[config.mk]
export PLATFORM = sky130hd
export DESIGN_NAME = sdu_reg_dump
export DESIGN_NICKNAME = d
export VERILOG_FILES = /design/src/rtl/sdu_pkg.sv /design/src/rtl/sdu_hex2ascii.sv /design/src/rtl/sdu_reg_dump.sv
export SDC_FILE = /design/constraint.sdc
export NUM_CORES = 1
export LEC_CHECK = 0
export BUFFER_PORTS_ARGS = -buffer_cell sky130_fd_sc_hd__buf_2
export CAP_MARGIN = 10
export CORE_UTILIZATION = 45
export DETAILED_ROUTE_END_ITERATION = 8
export HOLD_SLACK_MARGIN = 0.03
export PLACE_DENSITY = 0.77
export SYNTH_ARGS = -nofsm -noshare
export SYNTH_HDL_FRONTEND = slang
export SYNTH_SLANG_ARGS = --single-unit
[constraint.sdc]
create_clock -name clk -period 4.5 [get_ports clk]
set_input_delay 0.45 -clock clk [delete_from_list [all_inputs] [get_ports clk]]
set_output_delay 0.45 -clock clk [all_outputs]
set_load 0.02 [all_outputs]
[src/rtl/sdu_pkg.sv]
// sdu_pkg: shared constants and dump-state encoding for the serial debug unit.
// ASCII constants used by the dump serialiser and the command processor echo path.
package sdu_pkg;
    typedef enum logic [2:0] {IDLE, IDX, SEP, DAT, CR, LF} dump_state_t;
    localparam logic [7:0] ASC_COLON = 8'h3A;
    localparam logic [7:0] ASC_CR    = 8'h0D;
    localparam logic [7:0] ASC_LF    = 8'h0A;
    localparam logic [7:0] ASC_0     = 8'h30;
    localparam logic [7:0] ASC_A     = 8'h41;
endpackage

[src/rtl/sdu_hex2ascii.sv]
// sdu_hex2ascii: combinational nibble to uppercase hex ASCII.
// Ports: nib (4-bit value in), asc (8-bit ASCII character out).
module sdu_hex2ascii
    import sdu_pkg::*;
(
    input  logic [3:0] nib,
    output logic [7:0] asc
);
    assign asc = (nib < 4'd10) ? ASC_0 + {4'h0, nib} : ASC_A + {4'h0, nib} - 8'd10;
endmodule

[src/rtl/sdu_reg_dump.sv]
// sdu_reg_dump: snapshots NCH channels of DW bits and streams "IDX:VALUE\r\n" lines in hex.
// Ports: clk, rstn (async active-low), start (begin dump, IDLE only), abort (stop at byte boundary),
//        ch_data (flattened channels), d_tx/vld_tx/rdy_tx (byte handshake to UART TX),
//        busy (not IDLE), done (one-cycle pulse when the dump ends or an abort completes).
module sdu_reg_dump
    import sdu_pkg::*;
#(
    parameter int NCH  = 18,
    parameter int DW   = 32,
    parameter int IDXW = 8
) (
    input  logic              clk,
    input  logic              rstn,
    input  logic              start,
    input  logic              abort,
    input  logic [NCH*DW-1:0] ch_data,
    output logic [7:0]        d_tx,
    output logic              vld_tx,
    input  logic              rdy_tx,
    output logic              busy,
    output logic              done
);
    localparam int ND  = IDXW / 4;
    localparam int DD  = DW / 4;
    localparam int MX  = (ND > DD) ? ND : DD;
    localparam int DGW = (MX > 1) ? $clog2(MX) : 1;
    localparam int CW  = (NCH > 1) ? $clog2(NCH) : 1;

    dump_state_t      st, n_st;
    logic [CW-1:0]    ch, n_ch;
    logic [DGW-1:0]   dig, n_dig;
    logic [NCH*DW-1:0] snap;
    logic             n_done, hs, last_dig;
    logic [IDXW-1:0]  idx_sh;
    logic [DW-1:0]    word, word_sh;
    logic [3:0]       nib;
    logic [7:0]       asc, n_byte;

    assign hs       = vld_tx & rdy_tx;
    assign last_dig = (st == IDX) ? (dig == DGW'(ND - 1)) : (dig == DGW'(DD - 1));

    always_comb begin
        n_st   = st;
        n_ch   = ch;
        n_dig  = dig;
        n_done = 1'b0;
        if (st == IDLE) begin
            if (start) begin
                n_st  = IDX;
                n_ch  = '0;
                n_dig = '0;
            end
        end else if (abort && (!vld_tx || hs)) begin
            n_st   = IDLE;
            n_done = 1'b1;
        end else if (hs) begin
            case (st)
                IDX: begin
                    n_st  = last_dig ? SEP : IDX;
                    n_dig = last_dig ? '0 : dig + 1'b1;
                end
                SEP: n_st = DAT;
                DAT: begin
                    n_st  = last_dig ? CR : DAT;
                    n_dig = last_dig ? '0 : dig + 1'b1;
                end
                CR: n_st = LF;
                LF: begin
                    if (ch == CW'(NCH - 1)) begin
                        n_st   = IDLE;
                        n_done = 1'b1;
                    end else begin
                        n_st = IDX;
                        n_ch = ch + 1'b1;
                    end
                end
                default: n_st = IDLE;
            endcase
        end
    end

    // The byte for the next state is formed here and registered, so digits are
    // picked MSB first by shifting the already-emitted nibbles off the top.
    assign word    = snap[n_ch*DW +: DW];
    assign idx_sh  = IDXW'(n_ch) << {n_dig, 2'b00};
    assign word_sh = word << {n_dig, 2'b00};
    assign nib     = (n_st == IDX) ? idx_sh[IDXW-1 -: 4] : word_sh[DW-1 -: 4];

    sdu_hex2ascii u_hex (.nib(nib), .asc(asc));

    assign n_byte = (n_st == SEP)  ? ASC_COLON :
                    (n_st == CR)   ? ASC_CR :
                    (n_st == LF)   ? ASC_LF :
                    (n_st == IDLE) ? 8'h00 : asc;

    always_ff @(posedge clk or negedge rstn) begin
        if (!rstn) begin
            st     <= IDLE;
            ch     <= '0;
            dig    <= '0;
            snap   <= '0;
            d_tx   <= 8'h00;
            vld_tx <= 1'b0;
            busy   <= 1'b0;
            done   <= 1'b0;
        end else begin
            st     <= n_st;
            ch     <= n_ch;
            dig    <= n_dig;
            if (st == IDLE && start)
                snap <= ch_data;
            d_tx   <= n_byte;
            vld_tx <= (n_st != IDLE);
            busy   <= (n_st != IDLE);
            done   <= n_done;
        end
    end
endmodule
* Yosys cells after proc, flatten, opt, wreduce, memory -nomap -nowiden
Index checks and enable logic that the tools add are counted.
Word-level totals: bits in registers 597, input port bits 581, output and inout bits 11, word-level logic and storage cells 69
Cells by class: $add $sub $neg 5, magnitude comparators 1, eq/ne operators 12, shift-type cells 3, muxes and demuxes 32, bitwise gates (word level) 1, reductions and logical operators 8
Operators by type and width (number):
- 576-bit by 11-bit indexed part select with 32-bit output | 1
- 8-bit 2-to-1 mux | 5
- 3-bit 2-to-1 mux | 11
- 32-bit by 5-bit left shift with 32-bit output | 1
- 5-bit 2-to-1 mux | 6
- 3-bit equality test (second input constant) | 5
- 3-bit case mux with 5 select lines | 1
- 3-bit by 1-bit equality test with 1-bit output (second input constant) | 3
- 3-bit by 2-bit equality test with 1-bit output (second input constant) | 3
- 7-bit by 4-bit adder with 8-bit output (first input constant) | 1
- 5-bit by 5-bit left shift with 8-bit output | 1
- 8-bit by 4-bit subtractor with 8-bit output (second input constant) | 1
- 6-bit by 4-bit adder with 7-bit output (first input constant) | 1
- 1-bit 2-to-1 mux | 7
- 3-bit logical NOT | 2
- 5-bit by 1-bit adder with 5-bit output (second input constant) | 1
- 5-bit equality test (second input constant) | 1
- 4-bit < comparator (second input constant) | 1
- 4-bit 2-to-1 mux | 1
- 3-bit by 1-bit adder with 3-bit output (second input constant) | 1
- 3-bit nonzero test | 1
- 1-bit logical AND | 2
- 2-bit 2-to-1 mux | 1
- 2-bit OR reduction | 1
- other kinds (3) | 3

* Logic depth before layout (Yosys ltp)
depth in word-level cells 16, depth in mapped cells 23, mapped depth without buffers 17

* Cells and area by module
From an unflattened synthesis, not the netlist that was laid out.
Unflattened totals: cell total of the unflattened synthesis 3559, area, all modules 28532.4 um2
By module, submodules not included:
- sdu_reg_dump | instances 1, cells an instance 3543, area each 28427.3 um2, seq. area each 14939.3 um2
- sdu_hex2ascii | instances 1, cells an instance 16, area each 105.1 um2, seq. area each 0.0 um2

* Least setup slack after synthesis
Ideal clock, no wire load.
path type reg-to-reg, start register ch[1], end register d_tx[1], library setup time 79 ps, arrival 3792 ps, data required time 4421 ps, slack 629 ps, cell stages (with the launch flop) 21, path buffers 4, clock period less this slack 3871 ps, cells stage by stage dfrtp_1 inv_1 ha_1 nand4bb_1 buf_2 a311oi_4 nor2_8 inv_4 buf_6 buf_4 buf_2 mux2i_1 o221ai_1 o32ai_1 o32ai_1 a31oi_1 nand2_1 inv_1 ha_1 a22oi_1 a2bb2oi_1
Between the ends: cells in the longest elaborated chain, start to end 16, elaborated cells between the ends (all ways) 31, classes of those cells add/sub: 4; order compare: 1; eq/ne: 5; shift: 3; mux: 17; reduce/logical: 1
Ends and longest elaborated chain:
- from (decl) | line sdu_reg_dump.sv:30 | logic [CW-1:0] ch, n_ch;
- from (signal assigned) | line sdu_reg_dump.sv:108 | ch <= n_ch;
- 5-bit by 1-bit adder with 5-bit output or 5-bit equality test (tied branches) | line sdu_reg_dump.sv:74, sdu_reg_dump.sv:69
- 5-bit 2-to-1 mux | line sdu_reg_dump.sv:69 | if (ch == CW'(NCH - 1)) begin
- 5-bit 2-to-1 mux | line sdu_reg_dump.sv:57 | case (st)
- 5-bit 2-to-1 mux | line sdu_reg_dump.sv:56 | end else if (hs) begin
- 5-bit 2-to-1 mux | line sdu_reg_dump.sv:53 | end else if (abort && (!vld_tx || hs)) begin
- 5-bit 2-to-1 mux | line sdu_reg_dump.sv:47 | if (st == IDLE) begin
- 576-bit by 11-bit indexed part select with 32-bit output | line sdu_reg_dump.sv:84 | assign word = snap[n_ch*DW +: DW];
- 32-bit by 5-bit left shift with 32-bit output | line sdu_reg_dump.sv:86 | assign word_sh = word << {n_dig, 2'b00};
- 4-bit 2-to-1 mux | line sdu_reg_dump.sv:87 | assign nib = (n_st == IDX) ? idx_sh[IDXW-1 -: 4] : word_sh[DW-1 -: 4];
- 7-bit by 4-bit adder with 8-bit output | line sdu_hex2ascii.sv:9 | assign asc = (nib < 4'd10) ? ASC_0 + {4'h0, nib} : ASC_A + {4'h0, nib} - 8'd10;
- 8-bit by 4-bit subtractor with 8-bit output | line sdu_hex2ascii.sv:9
- 8-bit 2-to-1 mux | line sdu_hex2ascii.sv:9
- 8-bit 2-to-1 mux | line sdu_reg_dump.sv:94 | (n_st == IDLE) ? 8'h00 : asc;
- 8-bit 2-to-1 mux | line sdu_reg_dump.sv:93 | (n_st == LF) ? ASC_LF :
- 8-bit 2-to-1 mux | line sdu_reg_dump.sv:92 | (n_st == CR) ? ASC_CR :
- 8-bit 2-to-1 mux * | line sdu_reg_dump.sv:91 | assign n_byte = (n_st == SEP) ? ASC_COLON :
- via n_byte[1] | line sdu_reg_dump.sv:37 | logic [7:0] asc, n_byte;
- to (signal assigned) | line sdu_reg_dump.sv:112 | d_tx <= n_byte;
- to (decl) | line sdu_reg_dump.sv:17 | output logic [7:0] d_tx,
The timed path passes the listed nets; every way through them passes the cells marked *. A chain may end at the register's enable or synchronous reset.

* Worst setup path after layout
start register st[1], end register d_tx[5]
Between the ends: cells in the longest elaborated chain, start to end 16, elaborated cells between the ends (all ways) 42, classes of those cells add/sub: 3; order compare: 1; eq/ne: 9; shift: 3; mux: 23; reduce/logical: 3
Ends and longest elaborated chain:
- from (decl) | line sdu_reg_dump.sv:29 | dump_state_t st, n_st;
- from (signal assigned) | line sdu_reg_dump.sv:107 | st <= n_st;
- parallel branches: the longest is 15 deep, another holds 7-bit by 4-bit adder with 8-bit output
- 8-bit 2-to-1 mux * | line sdu_reg_dump.sv:91
- via n_byte[5] | line sdu_reg_dump.sv:37
Mark *: on every way through the listed nets, which the timed path passes.

==> results.ini <==
[place]
numPlacedInstances = 4917
port-buffer-count = 590
dp_hpwl_microns = 81300
gp_congestion = 0.982

[detailed_routing]
firstDrtPassIters = 6
wl_met3_microns = 12600
drcViolationCount = 0
wirelength_microns = 118000
dr_wl_met2_microns = 50600
ant_nets = 0
via_count = 30300
viasPerCell = 5.71
wl_met1_microns = 46800
top_layer = met5
wl_per_cell_microns = 22.3
drt_iter0_markers = 3945

[clocking]
root_buffer = clkbuf_16
clock-sinks = 596
cts_tree = built
clockBufferDepth = 3
path_clk_slew_ns = 0.06
numCtsBuffers = 66
htreeDepth = 3
clock_latency_ns = 0.62

[synthesis]
syn_avg_cell_area_sq_um = 8.14
synth_top_area_cell = dfrtp_1
yosys_warnings = 0
syn-num-nets = 4188
netlist.area_leader.share_pct = 50.8
ys.flop_type = dfrtp_1
yosys_register_bits = 596
synthDistinctLibCells = 103
async_flop_share_pct = 100
yosysSeqAreaShare_pct = 50.8
syn_area_sq_mm = 0.0293
synthTopCellsByArea = dfrtp_1 (51%), nand2_1 (25%), mux2i_1 (3.3%), clkbuf_1 (2.1%), a211oi_1 (1.9%)
syn-instance-count = 3603
synth_edf_count = 0

[final_layout]
nets = 4972
drive_gt1_share_pct = 19.8
multi_input_area_sq_mm = 0.0132
syn_to_final_growth_pct = 30.6
n_fill_cell = 5469
stdcell_count = 5300
final_util_pct = 59.4
final-seq-area_sq_mm = 0.0149

[sta]
setup_viol = 0
hold_violations = 0
relSlewSlack_pct = 25.7
skew_ns = 0.0203
maxSlewViolCount = 0
period_minus_slack_ns = 4.42
worst_pin_slew_ns = 1.11
period_share_pct = 98.1
max_freq_mhz = 226

[status]
status = completed

[worst_setup_path]
critPathTopFamily = compound AO/OA/AOI/OAI gates
required_ns = 4.98
max_stage_delay_ns = 0.70
crit_path_cell_trace = nor4b_4 > buf_4 > a21oi_1 > a32oi_1 > nor2_1 > o21ai_0 > o311ai_0 > or4_4 > a2111oi_4 > nor2_2 > a221oi_2 > o32ai_1
crit_buf_inv = 1
r2r_cells = 12
path_depth = 12
worstSetupStartpointType = flop
slowest_stage = a32oi_1
cp.arrival_ns = 4.89
crit_path_end_kind = flop
cp_max_fo = 5
worst-setup-path-type = flop to flop

[floorplanning]
fp.dieArea_sq_mm = 0.0662
num_rows = 93
die_w_microns = 257
start_util_pct = 45.5
io_pins = 592
die_y_microns = 257
fp.coreArea_sq_mm = 0.0645

[global_route]
antenna_found_initial = 9
grt_pass1_vias = 29200
grt_pass1_wl_microns = 174000
grt_max_degree = 109
gr-total-overflow = 0
track_usage_pct = 34.6

[power]
pwr-share-clk_pct = 24.7
vdd_drop_max_uv = 370
comb_power_share_pct = 32.5
switching_share_pct = 39.0
power_density_mw_per_mm2 = 596
finalPower_w = 0.0229
p_switching_w = 0.00891
seq_power_share_pct = 42.8
intPower_w = 0.0139
p_leak_nw = 19.8

[job]
cap_violations = 0

[min_path]
hp-class = primary input to flop
hold_depth = 3

logic make-up after synthesis:
| kind of cell | synth area share, % |
|---|---|
| AO/OA/AOI/OAI | 9.58 |
| XOR/XNOR | 0.0597 |
| adder cells (fa/ha/maj) | 0.171 |
| buffers and inverters | 4.58 |
| flip-flops | 50.8 |
| multiplexers | 4.07 |
| other | 0.0128 |
| AND/OR/NAND/NOR | 30.7 |
flip-flops by register name, summed over array words and instances, names as in the netlist:
| signal | cells |
|---|---|
| ch | 5 |
| dig | 3 |
| d_tx | 7 |
| done | 1 |
| st | 3 |
| snap | 576 |
| busy | 1 |
power by group through the flow:
stage               clock, W  combinational [W]  sequential, W
floorplan                  0            0.00491        0.00897
global placement           0            0.00685        0.00971
detailed placement         0            0.00703        0.00969
CTS                  0.00569            0.00725        0.00966
global route         0.00590            0.00825        0.00996
finish               0.00564            0.00743        0.00979
synthesized netlist by cell type, drive strengths merged (6+ instances only):
| master | n |
|---|---|
| mux2i | 99 |
| a21oi | 53 |
| or4 | 7 |
| a31oi | 29 |
| and3 | 78 |
| o22ai | 29 |
| o41ai | 6 |
| a211oi | 75 |
| dfrtp | 596 |
| nand4 | 8 |
| nand2 | 1979 |
| a221oi | 8 |
| inv | 29 |
| buf | 81 |
| nor4 | 20 |
| nor3 | 20 |
| o21ai | 52 |
| nand2b | 6 |
| mux4 | 7 |
| a2111oi | 9 |
| nand3 | 49 |
| o211ai | 11 |
| nor2 | 32 |
| o32ai | 9 |
| o31ai | 8 |
| a311oi | 32 |
| clkbuf | 167 |
cells in the final DEF (no fill, tap or decap), drive strengths merged, types with 52 or more instances in the layout:
cell type / n
dlygate4sd3: 254
nand2: 1979
a21oi: 53
o21ai: 52
clkbuf: 96
and3: 78
dfrtp: 596
buf: 707
a211oi: 75
mux2i: 99
layer usage:
metal | up-vias | GRT usage [%]
met1 | 14400 | 46.7
met3 | 508 | 7.67
li1 | 13400 | -
met4 | 8 | 21.6
met2 | 2002 | 50.4
met5 | - | 0
layout make-up:
| cell class | count | share of cell area, % |
|---|---|---|
| clock buffer | 93 | 4.97 |
| multi-input combinational | 2730 | 34.4 |
| antenna | 7 | 0.0457 |
| sequential | 596 | 38.9 |
| inverter | 29 | 0.333 |
| tap | 855 | 2.79 |
| clock inverter | 26 | 0.927 |
| timing repair buffer | 964 | 17.6 |
what timing repair did:
item | in CTS | in global routing
hold buffers | 254 | 0
resized for setup | 0 | 19
setup buffers | 0 | 0
hold endpoints to repair | 348 | 0
endpoints found under the setup margin | 0 | 7
path summary, 6_finish.rpt:
kind                              startpoint   endpoint  slack [ns]
min in group asynchronous               rstn  snap[557]        0.50
worst max register to register         st[1]    d_tx[5]        0.08
worst min register to register     snap[281]  snap[281]        0.47
worst min-delay path            ch_data[346]  snap[346]        0.03
worst max-delay path                   st[1]    d_tx[5]        0.08
max in group asynchronous               rstn  snap[387]        2.84
stage by stage:
step	setup TNS (ns)	area [sq um]	hold WS, ns	worst slack [ns]
after detailed placement	0	33300	0.454	0.0977
after floorplan	0	29300	0.154	0.629
after global placement	0	33300	0.448	0.152
after CTS	0	38100	0.0302	0.0792
final	0	38300	0.0322	0.0836
after global routing	-0.0199	38300	0.0354	-0.0199
worst register-to-register path, cell delays in order, from the launching register on:
cell	delay (ns)
dfrtp_1	0.44
nor4b_4	0.60
buf_4	0.26
a21oi_1	0.11
a32oi_1	0.70
nor2_1	0.18
o21ai_0	0.18
o311ai_0	0.19
or4_4	0.48
a2111oi_4	0.58
nor2_2	0.14
a221oi_2	0.27
o32ai_1	0.13
Note: power is estimated with default switching activity, not from simulation.
